**src/rtl/seg7_scan_ctrl_pkg.sv**
```systemverilog
// seg7_pkg: shared types and constants for the 7-segment scan controller.
//   scan_state_t : slot phase (BLANK = all digits off, SHOW = one digit lit)
//   SEG_OFF      : full 8-bit segment word with everything dark (active-low)
//   SEG_BLANK7   : 7-bit glyph field with every segment dark
//   cnt_width()  : bit width needed for a slot counter running 0..div-1
package seg7_pkg;

  typedef enum logic {
    BLANK = 1'b0,
    SHOW  = 1'b1
  } scan_state_t;

  localparam logic [7:0] SEG_OFF    = 8'hFF;
  localparam logic [6:0] SEG_BLANK7 = 7'h7F;

  function automatic int cnt_width(input int div);
    return (div <= 2) ? 1 : $clog2(div);
  endfunction

endpackage

```
**src/rtl/seg7_scan_ctrl_segled.sv**
```systemverilog
// segLED: combinational BCD-to-segment decoder of the display board.
//   bcd_i [3:0] : BCD digit; codes above 9 decode to all segments dark
//   seg_o [6:0] : glyph, active-low, in the board wiring order
//                 [6]=b [5]=c [4]=a [3]=e [2]=f [1]=d [0]=g
module segLED (
  input  logic [3:0] bcd_i,
  output logic [6:0] seg_o
);

  always_comb begin
    seg_o = 7'h7F;
    case (bcd_i)
      4'd0: seg_o = 7'h01;  // a b c d e f
      4'd1: seg_o = 7'h1F;  // b c
      4'd2: seg_o = 7'h24;  // a b d e g
      4'd3: seg_o = 7'h0C;  // a b c d g
      4'd4: seg_o = 7'h1A;  // b c f g
      4'd5: seg_o = 7'h48;  // a c d f g
      4'd6: seg_o = 7'h40;  // a c d e f g
      4'd7: seg_o = 7'h0F;  // a b c
      4'd8: seg_o = 7'h00;  // all
      4'd9: seg_o = 7'h08;  // a b c d f g
      default: seg_o = 7'h7F;
    endcase
  end

endmodule

```
**src/rtl/seg7_scan_ctrl.sv**
```systemverilog
// seg7_scan_ctrl: time-multiplexed scan controller for a common-anode
// multi-digit 7-segment display, sharing one segLED decoder across digits.
// Each digit slot is SCAN_DIV cycles: BLANK_CYC dark cycles, then the digit.
// A loaded word is staged and only applied at the frame boundary.
//   clk        : system clock
//   rst_n      : asynchronous active-low reset
//   load       : single-cycle strobe capturing value / dp_mask
//   value      : BCD digits, digit i = value[4i+3:4i], digit 0 rightmost
//   dp_mask    : per-digit decimal point enable (1 = lit)
//   seg        : {a..g glyph, dp}, active-low, registered
//   an         : digit enables, active-low, registered
//   frame_done : one-cycle pulse after the last slot of each frame
// Optional build macro SEG7_LEADING_ZERO_BLANK_EN blanks leading zeros.
module seg7_scan_ctrl
  import seg7_pkg::*;
#(
  parameter int NUM_DIGITS = 4,
  parameter int SCAN_DIV   = 50000,
  parameter int BLANK_CYC  = 16
) (
  input  logic                    clk,
  input  logic                    rst_n,
  input  logic                    load,
  input  logic [4*NUM_DIGITS-1:0] value,
  input  logic [NUM_DIGITS-1:0]   dp_mask,
  output logic [7:0]              seg,
  output logic [NUM_DIGITS-1:0]   an,
  output logic                    frame_done
);

  localparam int CNT_W = cnt_width(SCAN_DIV);
  localparam int IDX_W = (NUM_DIGITS > 1) ? $clog2(NUM_DIGITS) : 1;
  localparam logic [CNT_W-1:0] CNT_LAST = CNT_W'(SCAN_DIV - 1);
  localparam logic [CNT_W-1:0] CNT_SHOW = CNT_W'(BLANK_CYC);
  localparam logic [IDX_W-1:0] IDX_LAST = IDX_W'(NUM_DIGITS - 1);

  scan_state_t             state_q;
  logic [CNT_W-1:0]        cnt_q, cnt_d;
  logic [IDX_W-1:0]        idx_q, idx_d;
  logic [4*NUM_DIGITS-1:0] disp_q, pend_q;
  logic [NUM_DIGITS-1:0]   dpd_q, pdp_q;
  logic                    pflag_q;
  logic [7:0]              seg_q;
  logic [NUM_DIGITS-1:0]   an_q;
  logic                    fd_q;

  logic                    wrap, boundary;
  logic [3:0]              cur_digit;
  logic                    cur_dp;
  logic [NUM_DIGITS-1:0]   an_show;
  logic                    lz_blank;
  logic [6:0]              dec_seg;

  assign wrap     = (cnt_q == CNT_LAST);
  assign boundary = wrap && (idx_q == IDX_LAST);
  assign cnt_d    = wrap ? '0 : cnt_q + 1'b1;
  assign idx_d    = !wrap ? idx_q : ((idx_q == IDX_LAST) ? '0 : idx_q + 1'b1);

  // Digit mux and one-hot-low enable for the current slot.
  always_comb begin
    cur_digit = '0;
    cur_dp    = 1'b0;
    an_show   = '1;
    for (int i = 0; i < NUM_DIGITS; i++) begin
      if (idx_q == IDX_W'(i)) begin
        cur_digit  = disp_q[4*i +: 4];
        cur_dp     = dpd_q[i];
        an_show[i] = 1'b0;
      end
    end
  end

`ifdef SEG7_LEADING_ZERO_BLANK_EN
  // A digit is a leading zero when it and every more significant digit are 0.
  always_comb begin
    lz_blank = (idx_q != '0);
    for (int i = 0; i < NUM_DIGITS; i++) begin
      if ((IDX_W'(i) >= idx_q) && (disp_q[4*i +: 4] != 4'd0)) lz_blank = 1'b0;
    end
  end
`else
  assign lz_blank = 1'b0;
`endif

  segLED u_dec (
    .bcd_i (cur_digit),
    .seg_o (dec_seg)
  );

  always_ff @(posedge clk or negedge rst_n) begin
    if (!rst_n) begin
      state_q <= BLANK;
      cnt_q   <= '0;
      idx_q   <= '0;
      disp_q  <= '0;
      dpd_q   <= '0;
      pend_q  <= '0;
      pdp_q   <= '0;
      pflag_q <= 1'b0;
      seg_q   <= SEG_OFF;
      an_q    <= '1;
      fd_q    <= 1'b0;
    end else begin
      cnt_q <= cnt_d;
      idx_q <= idx_d;

      case (state_q)
        BLANK:   if (cnt_d == CNT_SHOW) state_q <= SHOW;
        SHOW:    if (wrap) state_q <= BLANK;
        default: state_q <= BLANK;
      endcase

      // Outputs reflect the state/counter/index of this cycle, one cycle late.
      if (state_q == SHOW) begin
        an_q  <= an_show;
        seg_q <= {(lz_blank ? SEG_BLANK7 : dec_seg), ~cur_dp};
      end else begin
        an_q  <= '1;
        seg_q <= SEG_OFF;
      end
      fd_q <= boundary;

      // A load on the boundary bypasses staging so no stale frame is shown.
      if (boundary) begin
        if (load) begin
          disp_q <= value;
          dpd_q  <= dp_mask;
        end else if (pflag_q) begin
          disp_q <= pend_q;
          dpd_q  <= pdp_q;
        end
        pflag_q <= 1'b0;
      end else if (load) begin
        pend_q  <= value;
        pdp_q   <= dp_mask;
        pflag_q <= 1'b1;
      end
    end
  end

  assign seg        = seg_q;
  assign an         = an_q;
  assign frame_done = fd_q;

endmodule

```
**config.mk**
```make
export PLATFORM = sky130hd
export DESIGN_NAME = seg7_scan_ctrl
export DESIGN_NICKNAME = d
export VERILOG_FILES = /design/src/rtl/seg7_scan_ctrl_pkg.sv /design/src/rtl/seg7_scan_ctrl_segled.sv /design/src/rtl/seg7_scan_ctrl.sv
export SDC_FILE = /design/constraint.sdc
export NUM_CORES = 1
export LEC_CHECK = 0
export CORE_MARGIN = 2
export CORE_UTILIZATION = 57
export DETAILED_ROUTE_END_ITERATION = 8
export HOLD_SLACK_MARGIN = 0.02
export PLACE_DENSITY = 0.8
export SETUP_SLACK_MARGIN = 0.05
export SYNTH_ARGS = -nofsm -noshare
export SYNTH_HDL_FRONTEND = slang
export SYNTH_SLANG_ARGS = --single-unit
```
**constraint.sdc**
```tcl
create_clock -name clk -period 2.6 [get_ports clk]
set_clock_uncertainty 0.1 [all_clocks]
set_input_delay 0.52 -clock clk [delete_from_list [all_inputs] [get_ports clk]]
set_output_delay 0.52 -clock clk [all_outputs]
set_load 0.05 [all_outputs]
```
==> results summary <==
Across every metal layer, demand over resource in global routing totals 0.2176. The final max-slew violation count came out at 0. Relative to the synthesized area, the layout overhead comes to 19.09%. The final setup violation count came out at 0. The number of routed nets with antenna violations came out at 0. The area fraction in and, or, nand and nor cells after synthesis came out at 0.1493. During placement, the flow inserted port buffers numbering 35.

The full die area is 0.007096 mm^2. In the synthesized netlist, the cells that appear most often are 61 x sky130_fd_sc_hd__dfrtp_1, 41 x sky130_fd_sc_hd__nor2_1, 27 x sky130_fd_sc_hd__a21oi_1. Counting flops and latches in the post-synthesis netlist gives 73.

The flow ran to the end, and the final reports show no timing, DRC or antenna violations. The mean instance size in the synthesized netlist came out at 11.02 um^2. The power per unit of standard cell area is 508.5 mW/mm^2. After detailed routing, the average wire length per cell comes to 15.71 um. The switching power total is 495.1 uW. The cell depth of the worst flop-to-flop path came out at 7.

Of the total power, registers draw 0.534. The number of instances in the synthesized netlist came out at 333. The compound-gate portion of the synthesized area came out at 0.09240. After detailed routing, the number of vias per cell comes to 5.600. For the worst setup path, the data required time is 2720 ps. The number of antenna diodes in the final layout is 0. The H-tree was split into 3 levels. The startpoint type of the worst setup path is a register. Counting along the longest clock path gives a buffer depth of 2. By area the synthesized netlist is led by sky130_fd_sc_hd__dfrtp_1 42%, sky130_fd_sc_hd__dfstp_2 8.6%, sky130_fd_sc_hd__mux2_4 8.2%. Of the total power, the share spent switching nets is 0.2228. The highest metal layer carrying signal wires in the routed design is met4. The first global-routing pass estimated 12,200 um of wire. The area of the mapped netlist came out at 0.003670 mm^2. The number of clock sinks seen by CTS came out at 73. The share of total power dissipated in combinational logic is 0.074. Measured on the finished design, the core utilization comes to 0.6962.

The non-filler instance count after layout is 457. The post-synthesis share of cell area spent on xor and xnor gates is 0.03819. The tree is rooted in a sky130_fd_sc_hd__clkbuf_8.

The final period utilization came out at 0.9339. The synthesized net count is 368. Setup repair after global routing left no endpoint under its margin. The via count of the first global-routing pass was 2,562. The met3 layer wire length in the routed design came out at 296 um.

The post-CTS setup-driven buffer insertion count is 0. The count of synthesis-stage warnings from yosys came out at 0. The detailed router put a total of 3328 um of wire on met1. The die is 84.24 um tall. The library cell with the highest instance count after synthesis is sky130_fd_sc_hd__dfrtp_1. The worst setup path is captured at a register. Summed over all instances, the cell type with the most area after synthesis is sky130_fd_sc_hd__dfrtp_1. The share of the Yosys chip area taken by registers is 0.5019. Of the cells placed in the final design, the portion with a size suffix greater than 1 is 0.1947. After synthesis, the largest family of logic cells by area is simple AND/OR/NAND/NOR gates.

The die is 84.24 um wide. The total overflow left after global routing is 0. In this run, placement finished with an instance count of 442. The maximum fanout along the worst path is 11. Cell internal power was estimated by the tool at 1.727 mW. Routability-driven placement finished with a final weighted congestion of 0.8077. The arrival time at the worst endpoint came out at 2550 ps.

The cell row count came out at 29. Of the total power, the clock network draws 0.392. The path class of the tightest hold or removal check is in2async. The critical path in this run is classified as reg2reg. The core area is 0.006277 mm^2. The number of detailed-routing iterations run before antenna repair came out at 4.

The area share of fa/ha/maj cells after synthesis is 0.04091. The fraction of synthesis flops using an asynchronous set or reset pin came out at 1.000. The post-route minimum period came out at 2428 ps. The initial core utilization is 0.5846. Across all register-to-register paths, the minimum setup slack is 170 ps. In this run, post-CTS hold repair placed 0 buffers. The TritonCTS clock tree is built.

The leakage power total came out at 2.020 nW. The peak ir drop on the vdd network is 0.0003504 V. The number of violations reported at the end of detailed-routing iteration 0 came out at 159. The worst-skew pair later-pin latency is 340 ps. The count of pins on the block boundary is 36. The achievable clock frequency came out at 411.9 MHz. Buffers inserted during clock tree synthesis total 9. The hold violation count in the final report is 0. Adding up every negative setup slack in the final design gives 0 ps. Measured against its own limit, the worst slew margin works out to 0.4698. Summed over all layers, the routed wires come to 7181 um.

The max-cap check violation count is 0. The post-layout net count is 411. In the synthesized netlist the dominant register cell turns out to be sky130_fd_sc_hd__dfrtp_1. Of the post-synthesis cell area, the part taken by muxes is 0.1391. The final HPWL from detailed placement came out at 4999 um.

The number of antenna violations at the first check in global routing is 0. The routed wire length on met2 is 3462 um. The pin count of the biggest net entering global routing came out at 41. The number of different library cells in the post-synthesis netlist is 46. The area share of the leading cell type in the synthesized netlist came out at 0.4160.

Detailed routing inserted a total of 2,559 vias. At the pin with the least slew margin, the transition time is 791.8 ps. The DRC violation count after routing came out at 0.

The clock-pin slew of the registers on the worst-case setup and hold paths is 80 ps. The number of enable-type register cells in the synthesized netlist is 0.
## state kept, by name, indices dropped and copies added (netlist names)
register    count
cnt_q          16
seg             8
pflag_q         1
idx_q           2
state_q         1
an              4
disp_q         16
frame_done      1
dpd_q           4
pend_q         16
pdp_q           4
## cell usage in the layout (no fill, tap or decap), types with 2 or more instances in the layout
master	instances
sky130_fd_sc_hd__a21oi_1	27
sky130_fd_sc_hd__a221oi_1	3
sky130_fd_sc_hd__a31oi_1	4
sky130_fd_sc_hd__buf_12	2
sky130_fd_sc_hd__buf_4	15
sky130_fd_sc_hd__clkbuf_8	10
sky130_fd_sc_hd__clkdlybuf4s50_1	34
sky130_fd_sc_hd__clkinv_2	2
sky130_fd_sc_hd__dfrtp_1	61
sky130_fd_sc_hd__dfstp_2	12
sky130_fd_sc_hd__ha_1	10
sky130_fd_sc_hd__inv_1	10
sky130_fd_sc_hd__mux2_4	20
sky130_fd_sc_hd__mux2i_1	21
sky130_fd_sc_hd__nand2_1	16
sky130_fd_sc_hd__nand3_1	12
sky130_fd_sc_hd__nand3b_1	2
sky130_fd_sc_hd__nand4_1	3
sky130_fd_sc_hd__nor2_1	41
sky130_fd_sc_hd__nor2b_1	9
sky130_fd_sc_hd__nor3_1	7
sky130_fd_sc_hd__nor4_2	2
sky130_fd_sc_hd__o211ai_1	2
sky130_fd_sc_hd__o21a_1	2
sky130_fd_sc_hd__o21ai_0	8
sky130_fd_sc_hd__o31ai_1	2
sky130_fd_sc_hd__or3_1	2
sky130_fd_sc_hd__xnor2_1	7
sky130_fd_sc_hd__xor2_1	9
## worst max-delay path, cell delays in order, from the launching register on
cell and delay [ps]:
sky130_fd_sc_hd__dfrtp_1 430, sky130_fd_sc_hd__ha_1 220, sky130_fd_sc_hd__nand3_1 140, sky130_fd_sc_hd__nor4_4 70
sky130_fd_sc_hd__and2_4 170, sky130_fd_sc_hd__nor2b_2 630, sky130_fd_sc_hd__buf_12 240, sky130_fd_sc_hd__mux2_4 300
## cells by family (layout without fill, tap and decap cells)
| kind of cell | after synthesis | after routing |
|---|---|---|
| AOI/OAI and AO/OA | 55 | 55 |
| xor gates and xnor gates | 16 | 16 |
| adders and majority gates | 12 | 12 |
| buffers and inverters | 30 | 77 |
| DFF | 73 | 73 |
| muxes | 41 | 41 |
| and+or+nand+nor | 106 | 106 |
## metal layers
metal / track usage / vias up
met3: 0.04031 / 9
li1: - / 1239
met4: 0.08798 / 0
met5: 0 / -
met2: 0.3492 / 62
met1: 0.2940 / 1249
## metrics by stage
step / hold WS, ps / area (um^2) / power [mW] / worst slack, ps
final: 65.31 / 4370 / 2.222 / 172.0
after global routing: 107.6 / 4370 / 2.307 / 65.26
after CTS: 86.81 / 4355 / 2.238 / 83.61
after detailed placement: 386.6 / 4161 / 1.373 / 114.8
after global placement: 358.1 / 4161 / 1.366 / 191.7
after floorplan: 124.4 / 3670 / 1.292 / 204.1
## power groups by stage
| stage | clock network (mW) | registers [mW] | logic [mW] |
|---|---|---|---|
| after global routing | 0.937 | 1.19 | 0.180 |
| after CTS | 0.885 | 1.19 | 0.168 |
| after floorplan | 0 | 1.20 | 0.0916 |
| final | 0.871 | 1.19 | 0.165 |
| after global placement | 0 | 1.20 | 0.162 |
| after detailed placement | 0 | 1.21 | 0.167 |
## area by class of cell
| type | instances | area, um^2 |
|---|---|---|
| fillers | 467 | 1907 |
| flip-flops and latches | 73 | 1842 |
| multi-input cells | 230 | 1703 |
| repair buffers | 52 | 498.0 |
| clock buffers | 10 | 137.6 |
| well taps | 77 | 96.34 |
| clock inverters | 5 | 56.30 |
| inverters | 10 | 37.54 |
## timing repair
item	in CTS	in global routing
gates resized for setup	0	3
setup endpoints to repair	0	5
endpoints found under the hold margin	0	0
## worst paths after layout
kind                              endpoint      from
worst max-delay path             pend_q[5]  cnt_q[1]
worst min-delay path            pend_q[15]     rst_n
worst max register to register   pend_q[5]  cnt_q[1]
worst min register to register     pflag_q   pflag_q
max in group asynchronous            an[1]     rst_n
min in group clk                   pflag_q   pflag_q
Power figures use the tool's default switching activity.
